[src/rtl/ysyx_23060221_mem_arbiter_pkg.sv]
// rtl/ysyx_23060221_mem_arbiter_pkg.sv - shared encodings and widths for the IFU/LSU memory arbiter
package ysyx_23060221_mem_arbiter_pkg;

  localparam int ADDR_W_DEF = 32;
  localparam int DATA_W_DEF = 32;

  typedef enum logic [1:0] {
    ST_IDLE = 2'd0,
    ST_REQ  = 2'd1,
    ST_WAIT = 2'd2
  } state_e;

  typedef enum logic {
    OWN_IFU = 1'b0,
    OWN_LSU = 1'b1
  } owner_e;

endpackage

[src/rtl/ysyx_23060221_rr_pick2.sv]
// rtl/ysyx_23060221_rr_pick2.sv - two-way round-robin pick; bit 0 is IFU, bit 1 is LSU
module ysyx_23060221_rr_pick2
  import ysyx_23060221_mem_arbiter_pkg::*;
(
  input  logic [1:0] req,
  input  logic       last,
  output logic [1:0] gnt
);

  always_comb begin
    gnt = req;
    // On a tie the master that did not win last time goes first.
    if (req == 2'b11) begin
      gnt = (last == OWN_IFU) ? 2'b10 : 2'b01;
    end
  end

endmodule

[src/rtl/ysyx_23060221_mem_arbiter.sv]
// rtl/ysyx_23060221_mem_arbiter.sv - single-outstanding IFU/LSU arbiter onto one memory port
module ysyx_23060221_mem_arbiter
  import ysyx_23060221_mem_arbiter_pkg::*;
#(
  parameter int ADDR_W = ADDR_W_DEF,
  parameter int DATA_W = DATA_W_DEF
) (
  input  logic                clk,
  input  logic                rst,

  input  logic                ifu_req_valid,
  output logic                ifu_req_ready,
  input  logic [ADDR_W-1:0]   ifu_addr,
  output logic                ifu_resp_valid,
  input  logic                ifu_resp_ready,
  output logic [DATA_W-1:0]   ifu_rdata,

  input  logic                lsu_req_valid,
  output logic                lsu_req_ready,
  input  logic [ADDR_W-1:0]   lsu_addr,
  input  logic                lsu_wen,
  input  logic [DATA_W-1:0]   lsu_wdata,
  input  logic [DATA_W/8-1:0] lsu_wmask,
  output logic                lsu_resp_valid,
  input  logic                lsu_resp_ready,
  output logic [DATA_W-1:0]   lsu_rdata,

  output logic                mem_req_valid,
  input  logic                mem_req_ready,
  output logic [ADDR_W-1:0]   mem_addr,
  output logic                mem_wen,
  output logic [DATA_W-1:0]   mem_wdata,
  output logic [DATA_W/8-1:0] mem_wmask,
  input  logic                mem_resp_valid,
  output logic                mem_resp_ready,
  input  logic [DATA_W-1:0]   mem_rdata,

  output logic                busy
);

  state_e              state_q, state_d;
  owner_e              owner_q, owner_d;
  owner_e              last_q, last_d;
  logic [ADDR_W-1:0]   addr_q, addr_d;
  logic                wen_q, wen_d;
  logic [DATA_W-1:0]   wdata_q, wdata_d;
  logic [DATA_W/8-1:0] wmask_q, wmask_d;

  logic [1:0] gnt;
  logic       idle, in_wait, own_lsu;

  ysyx_23060221_rr_pick2 u_pick (
    .req  ({lsu_req_valid, ifu_req_valid}),
    .last (last_q),
    .gnt  (gnt)
  );

  assign idle    = (state_q == ST_IDLE);
  assign in_wait = (state_q == ST_WAIT);
  assign own_lsu = (owner_q == OWN_LSU);
  assign busy    = !idle;

  // Ready is only offered to the picked master, so a grant is simply gnt while idle.
  assign ifu_req_ready = idle & gnt[0];
  assign lsu_req_ready = idle & gnt[1];

  assign mem_req_valid = (state_q == ST_REQ);
  assign mem_addr      = addr_q;
  assign mem_wen       = wen_q;
  assign mem_wdata     = wdata_q;
  assign mem_wmask     = wmask_q;

  assign mem_resp_ready = in_wait & (own_lsu ? lsu_resp_ready : ifu_resp_ready);
  assign ifu_resp_valid = in_wait & !own_lsu & mem_resp_valid;
  assign lsu_resp_valid = in_wait &  own_lsu & mem_resp_valid;
  assign ifu_rdata      = (in_wait && !own_lsu) ? mem_rdata : '0;
  assign lsu_rdata      = (in_wait &&  own_lsu) ? mem_rdata : '0;

  always_comb begin
    state_d = state_q;
    owner_d = owner_q;
    last_d  = last_q;
    addr_d  = addr_q;
    wen_d   = wen_q;
    wdata_d = wdata_q;
    wmask_d = wmask_q;
    case (state_q)
      ST_IDLE: begin
        if (gnt[1]) begin
          owner_d = OWN_LSU;
          addr_d  = lsu_addr;
          wen_d   = lsu_wen;
          wdata_d = lsu_wdata;
          wmask_d = lsu_wmask;
          state_d = ST_REQ;
        end else if (gnt[0]) begin
          owner_d = OWN_IFU;
          addr_d  = ifu_addr;
          wen_d   = 1'b0;
          wdata_d = '0;
          wmask_d = '0;
          state_d = ST_REQ;
        end
      end
      ST_REQ: begin
        if (mem_req_ready) state_d = ST_WAIT;
      end
      ST_WAIT: begin
        if (mem_resp_valid && mem_resp_ready) begin
          state_d = ST_IDLE;
          last_d  = owner_q;
        end
      end
      default: state_d = ST_IDLE;
    endcase
  end

  always_ff @(posedge clk or negedge rst) begin
    if (!rst) begin
      state_q <= ST_IDLE;
      owner_q <= OWN_IFU;
      last_q  <= OWN_IFU;
      addr_q  <= '0;
      wen_q   <= 1'b0;
      wdata_q <= '0;
      wmask_q <= '0;
    end else begin
      state_q <= state_d;
      owner_q <= owner_d;
      last_q  <= last_d;
      addr_q  <= addr_d;
      wen_q   <= wen_d;
      wdata_q <= wdata_d;
      wmask_q <= wmask_d;
    end
  end

endmodule

[config.mk]
export PLATFORM = sky130hd
export DESIGN_NAME = ysyx_23060221_mem_arbiter
export DESIGN_NICKNAME = d
export VERILOG_FILES = /design/src/rtl/ysyx_23060221_mem_arbiter_pkg.sv /design/src/rtl/ysyx_23060221_rr_pick2.sv /design/src/rtl/ysyx_23060221_mem_arbiter.sv
export SDC_FILE = /design/constraint.sdc
export NUM_CORES = 1
export LEC_CHECK = 0
export ABC_CLOCK_PERIOD_IN_PS = 4200
export BUFFER_PORTS_ARGS = -buffer_cell sky130_fd_sc_hd__buf_2
export CELL_PAD_IN_SITES_DETAIL_PLACEMENT = 1
export CELL_PAD_IN_SITES_GLOBAL_PLACEMENT = 2
export CORE_MARGIN = 2
export CORE_UTILIZATION = 24
export CTS_CLUSTER_SIZE = 28
export DETAILED_ROUTE_END_ITERATION = 6
export PLACE_DENSITY_LB_ADDON = 0.25
export SLEW_MARGIN = 10
export SYNTH_ARGS = -nofsm -noshare
export SYNTH_HDL_FRONTEND = slang
export SYNTH_SLANG_ARGS = --single-unit
export TNS_END_PERCENT = 5
[constraint.sdc]
create_clock -name clk -period 4.2 [get_ports clk]
set_input_delay 0.84 -clock clk [delete_from_list [all_inputs] [get_ports clk]]
set_output_delay 0.84 -clock clk [all_outputs]
set_load 0.05 [all_outputs]
# --- After elaboration in Yosys (flattened, before gate mapping) ---
# Cells that the tools add are included.
op_classes:
  n_eq_ne: 6
  mux: 19
  bitwise_logic: 7
  n_reduce_logical: 10
ops:
  columns: ["op", "count"]
  rows:
  - ["32-bit 2-to-1 mux", 6]
  - ["2-bit 2-to-1 mux", 6]
  - ["4-bit 2-to-1 mux", 2]
  - ["1-bit bitwise AND", 7]
  - ["2-bit case mux with 3 select lines", 1]
  - ["2-bit equality test (second input constant)", 2]
  - ["1-bit 2-to-1 mux", 4]
  - ["2-bit by 1-bit != test with 1-bit output (second input constant)", 2]
  - ["2-bit AND reduction", 2]
  - ["1-bit logical AND", 3]
  - ["3-bit != test (second input constant)", 1]
  - ["3-bit AND reduction", 1]
  - ["2-bit by 1-bit equality test with 1-bit output (second input constant)", 1]
  - ["1-bit logical NOT", 2]
  - ["2-bit logical NOT", 1]
  - ["2-bit nonzero test", 1]
totals:
  out_inout_bits: 140
  wordCells: 49
  reg_bits: 73

# --- Logic depth before layout (Yosys ltp) ---
# Gate-level depths: netlist of run 1.
logic_depth:
  depth_word: 5
  depth_mapped: 6

# --- By module ---
# A second synthesis of run 1 with hierarchy kept.
unflattened:
  cells_unflattened: 284
  area_unflattened_um2: 3567.2
modules_own_cells:
  columns: ["mod", "cells_each", "area_per_inst_um2", "instances", "seq_area_each_um2"]
  rows:
  - ["ysyx_23060221_mem_arbiter", 281, 3548.4, 1, 1826.8]
  - ["ysyx_23060221_rr_pick2", 3, 18.8, 1, 0.0]

# --- Worst setup path after synthesis of run 1 ---
# OpenSTA, ideal clock, no wires.
synth_path:
  path_type: "register to output"
  from: "reg state_q[0]"
  to: "out ifu_req_ready"
  path_stages_with_launch: 4
  arrival_ps: 1666
  path_slack_ps: 1694
  required_ps: 3360
  path_cell_list: "dfrtp_1 nor2_2 inv_1 nor2_1"
synth_between:
  elab_chain_len: 2
synth_lines:
  columns: ["item", "line_no", "text"]
  rows:
  - ["start: declaration", "ysyx_23060221_mem_arbiter.sv:41", "state_e state_q, state_d;"]
  - ["start signal: assignment", "ysyx_23060221_mem_arbiter.sv:128", "state_q <= state_d;"]
  - ["2-bit logical NOT", "ysyx_23060221_mem_arbiter.sv:58", "assign idle = (state_q == ST_IDLE);"]
  - ["1-bit bitwise AND", "ysyx_23060221_mem_arbiter.sv:64", "assign ifu_req_ready = idle & gnt[0];"]
  - ["end: declaration", "ysyx_23060221_mem_arbiter.sv:12", "output logic ifu_req_ready,"]
# No other way between the ends.

# --- Worst setup path after layout of run 1 ---
layout_path:
  from: "reg state_q[0]"
  to: "out lsu_rdata[18]"
layout_between:
  elab_chain_len: 3
layout_lines:
  columns: ["item", "line_no", "text"]
  rows:
  - ["2-bit equality test", "ysyx_23060221_mem_arbiter.sv:59", "assign in_wait = (state_q == ST_WAIT);"]
  - ["1-bit logical AND", "ysyx_23060221_mem_arbiter.sv:77", "assign lsu_rdata = (in_wait && own_lsu) ? mem_rdata : '0;"]
  - ["32-bit 2-to-1 mux", "ysyx_23060221_mem_arbiter.sv:77", null]
  - ["end: declaration", "ysyx_23060221_mem_arbiter.sv:26", "output logic [DATA_W-1:0] lsu_rdata,"]
# No other way between the ends.

==> results.yml, run 1 <==
outcome:
  status: "finished clean"
synthesis:
  synthArstFlopShare_pct: 100
  synth_cells: 362
  syn-cell-area_um2: 3900
  yosys_warnings: 0
  synth.distinct_cells: 28
  seq_area_frac_synth_pct: 46.8
  postSynthAreaPerCell_um2: 10.8
  synth_seq_cells: 73
  synth-main-ff-cell: "dfrtp_1"
  synth_edf_count: 0
  synth_nets: 503
cts:
  cts_max_level: 3
  post_cts_resized: 0
  clk_pin_slew_ns: 0.06
  root_buffer: "clkbuf_16"
  cts_tree: "done"
  clock-sinks: 73
  worstSkewPairLatency_ns: 0.33
  cts_setup_buffers: 0
  ctsHoldBuffers: 0
  cts_buffers: 9
  cts_max_path_buffers: 2
route:
  ant_nets: 0
  vias_per_cell: 4.42
  first_pass_iters: 4
  post_drt_wl_per_cell_um: 16.4
  drtIter0Drc: 124
  drcViolationCount: 0
  vias: 3750
  wl_mm: 13.9
final_layout:
  fin_nets: 768
  drive_gt1_share_pct: 53.6
  fin_cells: 848
  final_common_cell: "buf_2"
  post-route-util_pct: 36.6
  syn2layout_area_growth_pct: 49.0
  diodes: 0
  final_cell_mix: "279 x buf_2, 73 x dfrtp_1, 66 x and2_1, 66 x nand2_1, 37 x a22o_1"
timing:
  max_freq_ghz: 0.314
  fin_crit_sh_pct: 75.7
  worst_pin_slew_ns: 0.978
  skew_ns: 0.00459
  finalSetupViolations: 0
  grt_setup_unrepaired: "false"
  finalWorstSetupSlack_ns: 1.02
  hold_violations: 0
  slew-limit-headroom_pct: 34.7
  fin_tns_setup_ns: 0
  final-max-slew-violation-count: 0
  period_minus_slack_ns: 3.18
floorplanning:
  fp.coreArea_um2: 15900
  dieHeight_um: 132
  io_pins: 281
  die-area_um2: 17300
  start_util_pct: 24.6
  die_w_um: 132
  rows: 46
placement:
  dp_hpwl_mm: 10.3
  dp.cells: 832
  portBuffers: 280
  routabilityCongestion: 0.802
  preCtsSetupSlack_ns: 1.27
global_routing:
  track_usage_pct: 15.8
  grt_max_degree: 74
  grt_pass1_wl_mm: 22.0
  antenna_found_initial: 0
  grt_pass1_vias: 4005
  overflow: 0
setup_path:
  timing.rr.start: "state_q[0]$_DFFE_PN0P_"
  timing.rr.end: "mem_wdata[31]$_DFFE_PN0P_"
  worst_setup_path_start_kind: "flip-flop"
  end_kind: "output pin"
  reg2reg_depth: 4
  criticalPathCategory: "reg2out"
  cp_max_fo: 33
  r2r_setup_slack_ns: 2.15
  worst_ep_arrival_time_ns: 2.34
  critPathRequiredTime_ns: 3.36
pwr:
  irDropWorstVdd_uv: 336
  power.total_mw: 5.23
  leakage_nw: 3.03
  power_density_nw_per_um2: 899
worst_hold_path:
  min_to: "mem_wdata[5]$_DFFE_PN0P_"
  hold_depth: 1
  min_path_type: "reg2reg"
  hp-start: "mem_wdata[5]$_DFFE_PN0P_"
run:
  maxCapViolations: 0
## critical path: stages (launching register included)
cell      delay (ns)
dfrtp_1         0.45
nand2b_1        0.26
nor2_2          0.77
and2_1          0.24
buf_2           0.26
## metal layers
layer / up-vias / global-route usage, % / routed length (um)
met1: 1804 / 18.5 / 5830
met4: 0 / 4.35 / 142
met5: - / 0 / 0
met3: 10 / 5.71 / 1070
met2: 149 / 27.3 / 6880
li1: 1787 / - / -
## area by class of cell
| class | instances | area (um2) |
|---|---|---|
| fill | 1938 | 10100 |
| multi-input combinational | 253 | 1860 |
| sequential | 73 | 1830 |
| timing repair buffer | 286 | 1450 |
| tap | 216 | 270 |
| clock buffer | 9 | 225 |
| clock inverter | 7 | 166 |
| inverter | 4 | 15.0 |
## power by group
group / switching (mW) / internal (mW)
clock network: 0.310 / 0.702
logic: 2.24 / 0.784
registers: 0.179 / 1.02
## synthesized netlist by cell type (2+ instances only)
| master | number | area share, % |
|---|---|---|
| dfrtp_1 | 73 | 47 |
| a22o_1 | 37 | 8.3 |
| nor2_2 | 3 | 0.48 |
| buf_4 | 3 | 0.58 |
| and2_1 | 66 | 11 |
| a21oi_1 | 32 | 4.1 |
| o21ai_0 | 3 | 0.38 |
| buf_6 | 5 | 1.4 |
| a31oi_1 | 3 | 0.48 |
| inv_1 | 4 | 0.38 |
| nand2_1 | 66 | 6.3 |
| a31oi_4 | 20 | 11 |
| nor2_1 | 2 | 0.19 |
| nand2b_1 | 2 | 0.32 |
| buf_12 | 2 | 1.0 |
| a31oi_2 | 9 | 2.9 |
| clkbuf_1 | 16 | 1.5 |
| buf_2 | 6 | 0.77 |
## cell families after synthesis
kind of cell	Yosys count	synth area share [%]
simple gates	144	19.1
compound gates	107	27.8
flops	73	46.8
buf+inv	36	5.74
mux	2	0.545
## registers in the layout, summed over array words and instances (netlist names)
register and flops:
mem_addr 32, own_lsu 1, state_q 2, mem_wdata 32, last_q 1, mem_wmask 4
mem_wen 1
## through the flow
| stage | cell area (um2) | hold slack (ns) |
|---|---|---|
| 2_1_floorplan | 3900 | 0.522 |
| 3_3_place_gp | 5420 | 0.477 |
| 3_5_place_dp | 5420 | 0.476 |
| 4_1_cts | 5810 | 0.498 |
| 5_1_grt | 5810 | 0.512 |
| 6_report | 5810 | 0.492 |
## how the worst max path moves through the flow
stage	from	end	slack [ns]	cells past startpoint
after global routing	state_q[0]$_DFFE_PN0P_	lsu_rdata[18]	0.80	4
final	state_q[0]$_DFFE_PN0P_	lsu_rdata[18]	1.02	4
after CTS	state_q[0]$_DFFE_PN0P_	lsu_rdata[15]	0.94	4
after detailed placement	ifu_req_valid	lsu_req_ready	1.27	5
after floorplan	state_q[0]$_DFFE_PN0P_	ifu_req_ready	1.69	3
after global placement	ifu_req_valid	lsu_req_ready	1.30	5
No activity file was read; power rests on OpenSTA's default activity.
==> run 2, diff against run 1 <==
Settings changed: ABC_CLOCK_PERIOD_IN_PS 4200 to 3300, CORE_UTILIZATION 24 to 22.
Clock period 4.2 ns to 3.3 ns, I/O delays scaled along.
==> run 2 against run 1 <==
Against the previous run: die area is 8.8% higher; critical path depth increased by 1; register-to-register slack lost 0.97 ns; flip-flop and latch count unchanged; combinational power up 28%; via count up 0.19%; sequential power up 28%; setup slack got worse by 0.56 ns; worst hold slack lost 0.011 ns; clock power shrank 15%.
==> results.yml, run 2 (same netlist as run 1, synthesis figures left out) <==
outcome:
  status: "finished clean"
final_layout:
  final_common_cell: "buf_2"
  nFillCells: 2087
  fin_nets: 770
  drive_gt1_share_pct: 53.5
  final_cell_mix: "279 x buf_2, 73 x dfrtp_1, 66 x and2_1, 66 x nand2_1, 37 x a22o_1"
  syn2layout_area_growth_pct: 46.1
floorplanning:
  io_pins: 281
  fp.coreArea_um2: 17300
  die_w_um: 137
  dieHeight_um: 137
  rows: 48
  die-area_um2: 18800
  start_util_pct: 22.6
pwr:
  power_density_nw_per_um2: 1090
  leakage_nw: 2.98
  irDropWorstVdd_uv: 360
placement:
  routabilityCongestion: 0.838
  dp_hpwl_mm: 10.5
  portBuffers: 280
  preCtsSetupSlack_ns: 0.789
route:
  vias: 3757
  drcViolationCount: 0
  wl_mm: 14.0
  vias_per_cell: 4.38
  first_pass_iters: 5
  drtIter0Drc: 88
  post_drt_wl_per_cell_um: 16.4
  ant_nets: 0
timing:
  fin_crit_sh_pct: 86.0
  hold_violations: 0
  skew_ns: 0.00690
  finalWorstSetupSlack_ns: 0.462
  period_minus_slack_ns: 2.84
  fin_tns_setup_ns: 0
  worst_pin_slew_ns: 0.946
  final-max-slew-violation-count: 0
  slew-limit-headroom_pct: 36.9
  finalSetupViolations: 0
  max_freq_ghz: 0.352
  grt_setup_unrepaired: "false"
  whs_ns: 0.481
setup_path:
  cp_num_buf_inv: 2
  timing.rr.end: "mem_addr[1]$_DFFE_PN0P_"
  critPathRequiredTime_ns: 2.64
  worst_ep_arrival_time_ns: 2.18
  cp_num_cells: 5
  cp_max_fo: 17
  end_kind: "output pin"
  criticalPathCategory: "reg2out"
  cp_top_family: "simple AND/OR/NAND/NOR gates"
  timing.rr.start: "state_q[0]$_DFFE_PN0P_"
  r2r_setup_slack_ns: 1.18
  crit_path_top_delay_cell: "dfrtp_1"
  worst_setup_path_start_kind: "flip-flop"
  reg2reg_depth: 4
  cp_cell_sequence: "nand2b_1, nor2_2, buf_4, and2_1, buf_2"
  slowest_delay_ns: 0.46
global_routing:
  track_usage_pct: 14.5
  grt_pass1_vias: 3987
  grt_pass1_wl_mm: 21.0
  grt_max_degree: 74
  antenna_found_initial: 0
  overflow: 0
cts:
  cts_setup_buffers: 0
  post_cts_resized: 0
  clock-sinks: 73
  worstSkewPairLatency_ns: 0.34
  clk_pin_slew_ns: 0.06
  root_buffer: "clkbuf_16"
  cts_buffers: 9
  cts_max_level: 3
  ctsHoldBuffers: 0
  cts_max_path_buffers: 2
  cts_tree: "done"
run:
  maxCapViolations: 0
worst_hold_path:
  min_path_type: "in2async"
[run 2: cell count changes in the layout (fill, tap and decap cells not counted)]
| cell | previous run | this run |
|---|---|---|
| buf_4 | 7 | 9 |
| clkinv_2 | 0 | 3 |
| diode_2 | 0 | 1 |
| clkinv_4 | 1 | 0 |
| clkbuf_1 | 0 | 1 |
| bufinv_16 | 5 | 0 |
[run 2: cell type report]
class / instances / area, um2 / area share, %
multi-input combinational: 253 / 1860 / 32.6
sequential: 73 / 1830 / 32.0
timing repair buffer: 288 / 1460 / 25.7
tap: 225 / 282 / 4.94
clock buffer: 10 / 229 / 4.02
clock inverter: 4 / 22.5 / 0.395
inverter: 4 / 15.0 / 0.263
antenna: 1 / 2.50 / 0.0439
[run 2: metal layers]
layer  wire length (um)  part of all wire (%)  GRT usage [%]  vias to the layer above
met5                  0                     0              0                        -
met4                223                   1.6           4.41                        0
met3                945                   6.7           4.53                       15
met2               7040                    50           24.5                      143
met1               5820                    41           17.7                     1815
li1                   -                     -              -                     1784
[run 2: stage by stage]
step	instances	power, mW	util [%]	cell area (um2)
3_5_place_dp	843	5.44	31.5	5450
6_report	858	6.24	33.0	5700
4_1_cts	857	6.34	32.9	5700
2_1_floorplan	362	4.58	-	3900
3_3_place_gp	843	5.38	31.5	5450
5_1_grt	857	6.60	32.9	5700
[run 2: worst max-delay path by stage]
stage	startpoint	end
final	state_q[0]$_DFFE_PN0P_	ifu_rdata[27]
after global routing	state_q[0]$_DFFE_PN0P_	ifu_rdata[24]
after CTS	state_q[0]$_DFFE_PN0P_	ifu_rdata[27]
after detailed placement	state_q[0]$_DFFE_PN0P_	ifu_rdata[27]
after global placement	state_q[0]$_DFFE_PN0P_	ifu_rdata[30]
after floorplan	state_q[0]$_DFFE_PN0P_	ifu_req_ready
[run 2: power breakdown]
part           switching, mW  total [mW]  internal (mW)  leakage (nW)
logic                   2.86        3.86           1.00          1.97
registers              0.227        1.52           1.29         0.887
clock network          0.365       0.861          0.496         0.124
total                   3.45        6.24           2.79          2.98
[run 2: worst reg2reg max path, stage by stage, from the launching register on]
cell	delay, ns
dfrtp_1	0.46
nor2_4	0.14
buf_4	0.38
and2_4	0.74
a31oi_1	0.23
